==> config.mk <==
export PLATFORM = sky130hd
export DESIGN_NAME = sync_fifo_burst_reader
export DESIGN_NICKNAME = d
export VERILOG_FILES = /design/src/rtl/sync_fifo_burst_reader.sv
export SDC_FILE = /design/constraint.sdc
export NUM_CORES = 1
export LEC_CHECK = 0
export ABC_AREA = 1
export BUFFER_PORTS_ARGS = -buffer_cell sky130_fd_sc_hd__buf_2
export CAP_MARGIN = 20
export CELL_PAD_IN_SITES_DETAIL_PLACEMENT = 2
export CELL_PAD_IN_SITES_GLOBAL_PLACEMENT = 2
export CORE_UTILIZATION = 35
export CTS_CLUSTER_SIZE = 40
export DETAILED_ROUTE_END_ITERATION = 7
export HOLD_SLACK_MARGIN = 0.02
export PLACE_DENSITY = 0.88
export SYNTH_ARGS = -nofsm -noshare
export SYNTH_HDL_FRONTEND = slang
export SYNTH_SLANG_ARGS = --single-unit
==> constraint.sdc <==
create_clock -name clk -period 2.25 [get_ports clk]
set_input_delay 0.225 -clock clk [delete_from_list [all_inputs] [get_ports clk]]
set_output_delay 0.225 -clock clk [all_outputs]
set_load 0.05 [all_outputs]
==> src/rtl/sync_fifo_burst_reader.sv <==
`default_nettype none
// ============================================================================
// Module   : sync_fifo_burst_reader
// Brief    : Pops a fixed-length burst from sync_fifo onto a valid/ready stream
//            through a 2-entry skid buffer covering the FIFO read latency.
// Revision : 1.0 - initial release
// ============================================================================
module sync_fifo_burst_reader #(
    parameter int DATA_WIDTH = 8,
    parameter int LEN_WIDTH  = 5
) (
    input  logic                  clk,
    input  logic                  reset,
    input  logic                  start,
    input  logic [LEN_WIDTH-1:0]  burst_len,
    input  logic                  fifo_empty,
    output logic                  fifo_rd_en,
    input  logic [DATA_WIDTH-1:0] fifo_data,
    output logic                  m_valid,
    input  logic                  m_ready,
    output logic [DATA_WIDTH-1:0] m_data,
    output logic                  busy,
    output logic                  done
);

    typedef enum logic [1:0] {
        IDLE  = 2'd0,
        READ  = 2'd1,
        DRAIN = 2'd2
    } state_t;

    state_t                state_q, state_d;
    logic [LEN_WIDTH-1:0]  remaining_q, remaining_d;
    logic [LEN_WIDTH-1:0]  sent_q, sent_d;
    logic [LEN_WIDTH-1:0]  len_q, len_d;
    logic [LEN_WIDTH-1:0]  sent_inc;
    logic                  inflight_q, inflight_d;
    logic [1:0]            occ_q, occ_d;
    logic [DATA_WIDTH-1:0] buf_q [2];
    logic [DATA_WIDTH-1:0] buf_d [2];
    logic                  wr_ptr_q, wr_ptr_d;
    logic                  rd_ptr_q, rd_ptr_d;
    logic                  done_q, done_d;
    logic                  push;
    logic                  pop;

    assign m_valid  = (occ_q != 2'd0);
    assign m_data   = buf_q[rd_ptr_q];
    assign busy     = (state_q != IDLE);
    assign done     = done_q;
    assign push     = inflight_q;
    assign pop      = m_valid & m_ready;
    assign sent_inc = sent_q + 1'b1;

    // A pop this cycle frees a slot, so the buffer can refill back-to-back
    // and a ready consumer sees one word per cycle.
    assign fifo_rd_en = (state_q == READ) & ~fifo_empty & (remaining_q != '0) &
                        (({1'b0, occ_q} + {2'b00, inflight_q}) < (3'd2 + {2'b00, pop}));

    always_comb begin
        state_d     = state_q;
        remaining_d = remaining_q;
        sent_d      = sent_q;
        len_d       = len_q;
        inflight_d  = fifo_rd_en;
        occ_d       = occ_q;
        buf_d       = buf_q;
        wr_ptr_d    = wr_ptr_q;
        rd_ptr_d    = rd_ptr_q;
        done_d      = 1'b0;

        if (push) begin
            buf_d[wr_ptr_q] = fifo_data;
            wr_ptr_d        = ~wr_ptr_q;
        end
        if (pop) begin
            rd_ptr_d = ~rd_ptr_q;
            sent_d   = sent_inc;
        end
        case ({push, pop})
            2'b10:   occ_d = occ_q + 2'd1;
            2'b01:   occ_d = occ_q - 2'd1;
            default: occ_d = occ_q;
        endcase
        if (fifo_rd_en) begin
            remaining_d = remaining_q - 1'b1;
        end

        case (state_q)
            IDLE: begin
                if (start) begin
                    if (burst_len != '0) begin
                        state_d     = READ;
                        remaining_d = burst_len;
                        len_d       = burst_len;
                        sent_d      = '0;
                    end else begin
                        done_d = 1'b1;
                    end
                end
            end
            READ: begin
                if (remaining_q == '0) begin
                    state_d = DRAIN;
                end
            end
            DRAIN: begin
                if (pop && (sent_inc == len_q)) begin
                    state_d = IDLE;
                    done_d  = 1'b1;
                end
            end
            default: state_d = IDLE;
        endcase
    end

    always_ff @(posedge clk or negedge reset) begin
        if (!reset) begin
            state_q     <= IDLE;
            remaining_q <= '0;
            sent_q      <= '0;
            len_q       <= '0;
            inflight_q  <= 1'b0;
            occ_q       <= 2'd0;
            buf_q[0]    <= '0;
            buf_q[1]    <= '0;
            wr_ptr_q    <= 1'b0;
            rd_ptr_q    <= 1'b0;
            done_q      <= 1'b0;
        end else begin
            state_q     <= state_d;
            remaining_q <= remaining_d;
            sent_q      <= sent_d;
            len_q       <= len_d;
            inflight_q  <= inflight_d;
            occ_q       <= occ_d;
            buf_q       <= buf_d;
            wr_ptr_q    <= wr_ptr_d;
            rd_ptr_q    <= rd_ptr_d;
            done_q      <= done_d;
        end
    end

endmodule
`default_nettype wire
Word level (Yosys, flattened, before mapping)

Cells that the tools add are included.

Register bits: 39
Bits of input ports: 18
Word-level logic and storage cells: 74

Add/subtract/negate cells: 6
$lt $le $gt $ge: 4
Equality and inequality tests: 9
Muxes and demuxes: 24
Bitwise logic cells: 9
Reductions and logical operators: 11

Operators with widths:

| operator                                                            | number |
|---|---|
| 5-bit two-way mux                                                   | 8 |
| 8-bit two-way mux                                                   | 4 |
| 16-bit bitwise mux                                                  | 1 |
| 5-bit nonzero test                                                  | 2 |
| 8-bit demux with 1-bit select                                       | 1 |
| 2-bit two-way mux                                                   | 4 |
| 2-bit != test (second input constant)                               | 3 |
| 2-bit case mux with 3 select lines                                  | 1 |
| 2-bit nonzero test                                                  | 3 |
| 5-bit by 1-bit adder with 5-bit output (second input constant)      | 1 |
| 5-bit == test                                                       | 1 |
| 5-bit zero test                                                     | 1 |
| 5-bit by 1-bit subtractor with 5-bit output (second input constant) | 1 |
| 1-bit AND                                                           | 4 |
| 2-bit by 1-bit == test with 1-bit output (second input constant)    | 2 |
| 2-bit == test (second input constant)                               | 2 |
| 2-bit >= comparator (second input constant)                         | 2 |
| 1-bit inverter with 2-bit output                                    | 2 |
| 2-bit case mux with 2 select lines                                  | 1 |
| 4-bit AND reduction                                                 | 1 |
| 2-bit by 1-bit adder with 3-bit output                              | 1 |
| 2-bit by 1-bit adder with 3-bit output (first input constant)       | 1 |
| 3-bit less-than comparator                                          | 1 |
| 1-bit two-way mux                                                   | 3 |
| 9 further kinds                                                     | 12 |

Depth between registers and ports, before layout

Depth after elaboration: 9
Depth in mapped cells: 11
Mapped depth without buffers: 11

Worst setup path after synthesis

OpenSTA, ideal clock, no wires.

Path kind: register -> output
Start point: register occ_q[0]
End point: output fifo_rd_en
Arrival time: 1.423 ns
Path slack: 0.602 ns
Cell stages (with the launch flop): 7
Cells stage by stage: dfrtp_1 -> inv_1 -> nand2_1 -> nand3_1 -> nand2_2 -> nand3_4 -> inv_2

Longest elaborated chain between the ends: 5
Elaborated cells between the ends (all ways): 6
Classes of those cells: 2 x add/sub; 1 x order compare; 2 x bitwise; 1 x reduce/logical

Ends and longest elaborated chain:

| what                                   | RTL line | source |
|---|---|---|
| from (decl)                            | 38       | `logic [1:0] occ_q, occ_d;` |
| from (signal assigned)                 | 124      | `occ_q <= 2'd0;` |
| from (signal assigned)                 | 136      | `occ_q <= occ_d;` |
| 2-bit nonzero test                     | 47       | `assign m_valid = (occ_q != 2'd0);` |
| net m_valid                            | 19       | `output logic m_valid,` |
| 1-bit AND                              | 52       | `assign pop = m_valid & m_ready;` |
| 2-bit by 1-bit adder with 3-bit output | 58       | `(({1'b0, occ_q} + {2'b00, inflight_q}) < (3'd2 + {2'b00, pop}));` |
| 3-bit less-than comparator             | 58       |  |
| 1-bit AND                              | 57       | `assign fifo_rd_en = (state_q == READ) & ~fifo_empty & (remaining_q != '0) &` |
| to (decl)                              | 17       | `output logic fifo_rd_en,` |

The timed path passes the listed nets, and every way through them passes these cells.

Worst setup path in the final report

Start point: register occ_q[0]
End point: output fifo_rd_en

Longest elaborated chain between the ends: 5
Elaborated cells between the ends (all ways): 6
Classes of those cells: 2 x add/sub; 1 x order compare; 2 x bitwise; 1 x reduce/logical

Ends and longest elaborated chain:

| what                                   | RTL line |
|---|---|
| 2-bit nonzero test                     | 47 |
| 1-bit AND                              | 52 |
| 2-bit by 1-bit adder with 3-bit output | 58 |
| 3-bit less-than comparator (*)         | 58 |
| 1-bit AND (*)                          | 57 |

Mark *: on every way between the ends. The rest lies on a longest branch, timed or not.

==> metrics.txt <==
outcome=finished clean; flip-flop and latch count after synthesis=39; Hold Crit Class=primary input to async pin; category of the worst setup path launch point=flop; met1 Track Usage GR=21.51%; number of nets in the layout=306; worst setup margin=0.1149 ns; PostCTS Resize Cnt=1; initial cell density of the core=36.19%; most instantiated cells after synthesis=nand2_1 (94), dfrtp_1 (39), inv_1 (29), o21ai_0 (13); Total Negative Setup Slacks=0 ns; worst reg-to-reg path cell count=8; Routed WL=5277 um; post-CTS setup repair buffer count=0; met2 Track Usage GR=39.20%; worst vdd rail ir drop=0.6757 mV; first-pass GRT wire length=9287 um; area share of the largest cell type after synthesis=49.27%; number of pins exceeding their max-slew limit in the final report=0; leakage power=1.276 nW; synth warn=0; CTS tree=done; Req. time, crit path=2.03 ns; Critical Path Source=occ_q[0]$_DFFE_PN0P_; ratio of cells with drive above 1 in the final layout=17.61%; clock-pin slew of the registers on the worst-case setup and hold paths=0.08 ns; portion of the clock cycle consumed by the worst path in the final layout=94.89%; cells traversed along the worst timing path=ha_1 > ha_1 > nor2_2 > nand3_4 > inv_2 > buf_2; RSZ-0062 raised after global routing=false; most heavily used metal layer in global routing=met2; number of design-rule violations left by the first detailed-router iteration=30; area of the die=5964 um^2; detailed-routing iteration count for the pre-antenna-repair pass=3; number of vias after detailed routing=1736; number of antenna violations at the first check in global routing=0; largest net degree at the start of global routing=40; DRC violation count after routing=0; buffer cell driving the clock tree root=clkbuf_8; synth unique cells=26; H-Tree Depth=2; die width=77.23 um; critical path's largest stage delay=0.46 ns; layout overhead on the synthesized area=17.81%; startpoint of the worst-slack reg-to-reg timing path=occ_q[0]$_DFFE_PN0P_; Final min period=2.135 ns; number of global-route vias before repair=1939; share of synthesized registers carrying an async set or reset=100.0%; hold violation total from the final report=0; maximum count of clock buffers along a single path=2; Fmax achieved=468.4 MHz; overflow left after global routing=0; worst slack, placed=0.2983 ns; ratio of routed vias to standard cells=4.876; kind of end point of the critical path=output port; remaining max-slew budget at the tightest pin=39.85%; CTS Buf Count=5; num ports=30; Net Count, Synth=274; number of rows in the core area=27; overall die height=77.23 um; count of non-filler cells in the finished layout=356; Crit Path Max Fanout=6; input/output buffers=29; Post-Syn Area per Cell=7.891 um^2; power per cell area=1705 nW/um^2; cell count after placement=348; Clock Sinks=39; number of synthesized flops with an enable pin=0; post-synthesis cell type with the largest combined area=dfrtp_1; internal reg-to-reg setup slack=0.58 ns; synthesized area=1981 um^2; antenna cell count=0; CORE AREA=5473 um^2; number of nets still failing antenna checks after routing=0; type of the worst setup path=flop to output port; Finish-stage setup viols=0; data arrival time of the critical path=1.91 ns; worst setup path endpoint=fifo_rd_en; routability-driven placement congestion ratio=0.7843; MaxCap Viol Count=0; number of buffers inserted for hold repair after clock tree synthesis=0; cell with the most instances after synthesis=nand2_1; actual slew at the worst max-slew pin=0.9022 ns; Critical R2R Capture=remaining_q[0]$_DFF_PN0_; Synth area leaders=dfrtp_1 (49%), nand2_1 (18%), inv_1 (5.5%); gate count of the mapped netlist=251; clock latency on the worst-skew pair=0.30 ns; Primary FF master, synth=dfrtp_1; wire length per cell=14.82 um; met3 Usage GRT=3.810%; slowest library cell on the worst path=dfrtp_1; worst clock skew=0.006492 ns; part of the Yosys area used for sequential elements=49.27%; critical path's most frequent cell=ha_1; Global Route Usage Sum=20.16%; placed wire-length estimate after detailed placement=3961 um
-- worst min path at each step --
stage                                 end  start  depth (start not counted)
detailed placement  buf_q[11]$_DFFE_PN0P_  reset                          1
global placement    buf_q[11]$_DFFE_PN0P_  reset                          1
CTS                 buf_q[11]$_DFFE_PN0P_  reset                          1
floorplan            buf_q[0]$_DFFE_PN0P_  reset                          0
finish              buf_q[11]$_DFFE_PN0P_  reset                          1
global route        buf_q[11]$_DFFE_PN0P_  reset                          1
-- registers in the layout, indices dropped and copies added, names as in the netlist --
register,count
state_q,2
wr_ptr_q,1
inflight_q,1
remaining_q,5
sent_q,5
rd_ptr_q,1
done,1
occ_q,2
len_q,5
buf_q,16
-- final cells by class --
cell class	count	area (um^2)
fillers	649	3139
flip-flops and latches	39	975.9
multi-input cells	173	854.6
repair buffers	30	152.6
inverters	34	127.6
well taps	72	90.09
clock buffers	6	72.57
clock inverters	2	60.06
-- metrics by stage --
stage / instance area, um^2 / power, mW / util [%] / hold WS [ns]
3_5_place_dp: 2198 / 3.315 / 40.17 / 0.4083
3_3_place_gp: 2198 / 3.161 / 40.17 / 0.4117
5_1_grt: 2333 / 4.308 / 42.64 / 0.1085
4_1_cts: 2333 / 4.052 / 42.64 / 0.08350
2_1_floorplan: 1981 / 2.764 / - / -0.07059
6_report: 2333 / 3.978 / 42.64 / 0.05027
-- critical path: cells and delay by family, from the launching register on --
family	cells	cell delay, ns
adder cells (fa/ha/maj)	2	0.40
buffers and inverters	2	0.34
flip-flops	1	0.46
AND/OR/NAND/NOR	2	0.40
-- cell usage in the layout (no fill, tap or decap), types with 2 or more instances in the layout --
master / Yosys / final
or2_1: 2 / 2
nand2_1: 94 / 94
nor2_1: 12 / 11
o21ai_0: 13 / 13
o21ai_1: 12 / 12
xnor2_1: 2 / 2
bufinv_16: 0 / 2
inv_1: 29 / 29
dfrtp_1: 39 / 39
nand3_1: 8 / 8
buf_2: 2 / 29
clkbuf_8: 0 / 5
a21oi_1: 3 / 3
nor2_2: 2 / 3
nand2_2: 2 / 2
xor2_1: 5 / 5
nand4_1: 6 / 6
inv_2: 5 / 5
ha_1: 5 / 5
-- logic make-up after synthesis --
kind of cell    count (synthesis)  synth area share, %
compound gates                 30                7.833
xor+xnor                        7                3.095
fa+ha+maj                       5                3.159
buf+inv                        39                7.707
flops                          39                49.27
simple gates                  131                28.93
-- power breakdown --
part / leakage, nW / internal, mW / switching, mW
Combinational: 0.737 / 0.577 / 1.39
Clock: 0.0654 / 0.443 / 0.255
Sequential: 0.473 / 1.04 / 0.266
-- layer usage --
metal | vias up | wire, um
met5 | - | 0
met3 | 8 | 156
met2 | 29 | 2863
met4 | 0 | 71
li1 | 854 | -
met1 | 845 | 2186
Power figures use the tool's default switching activity.
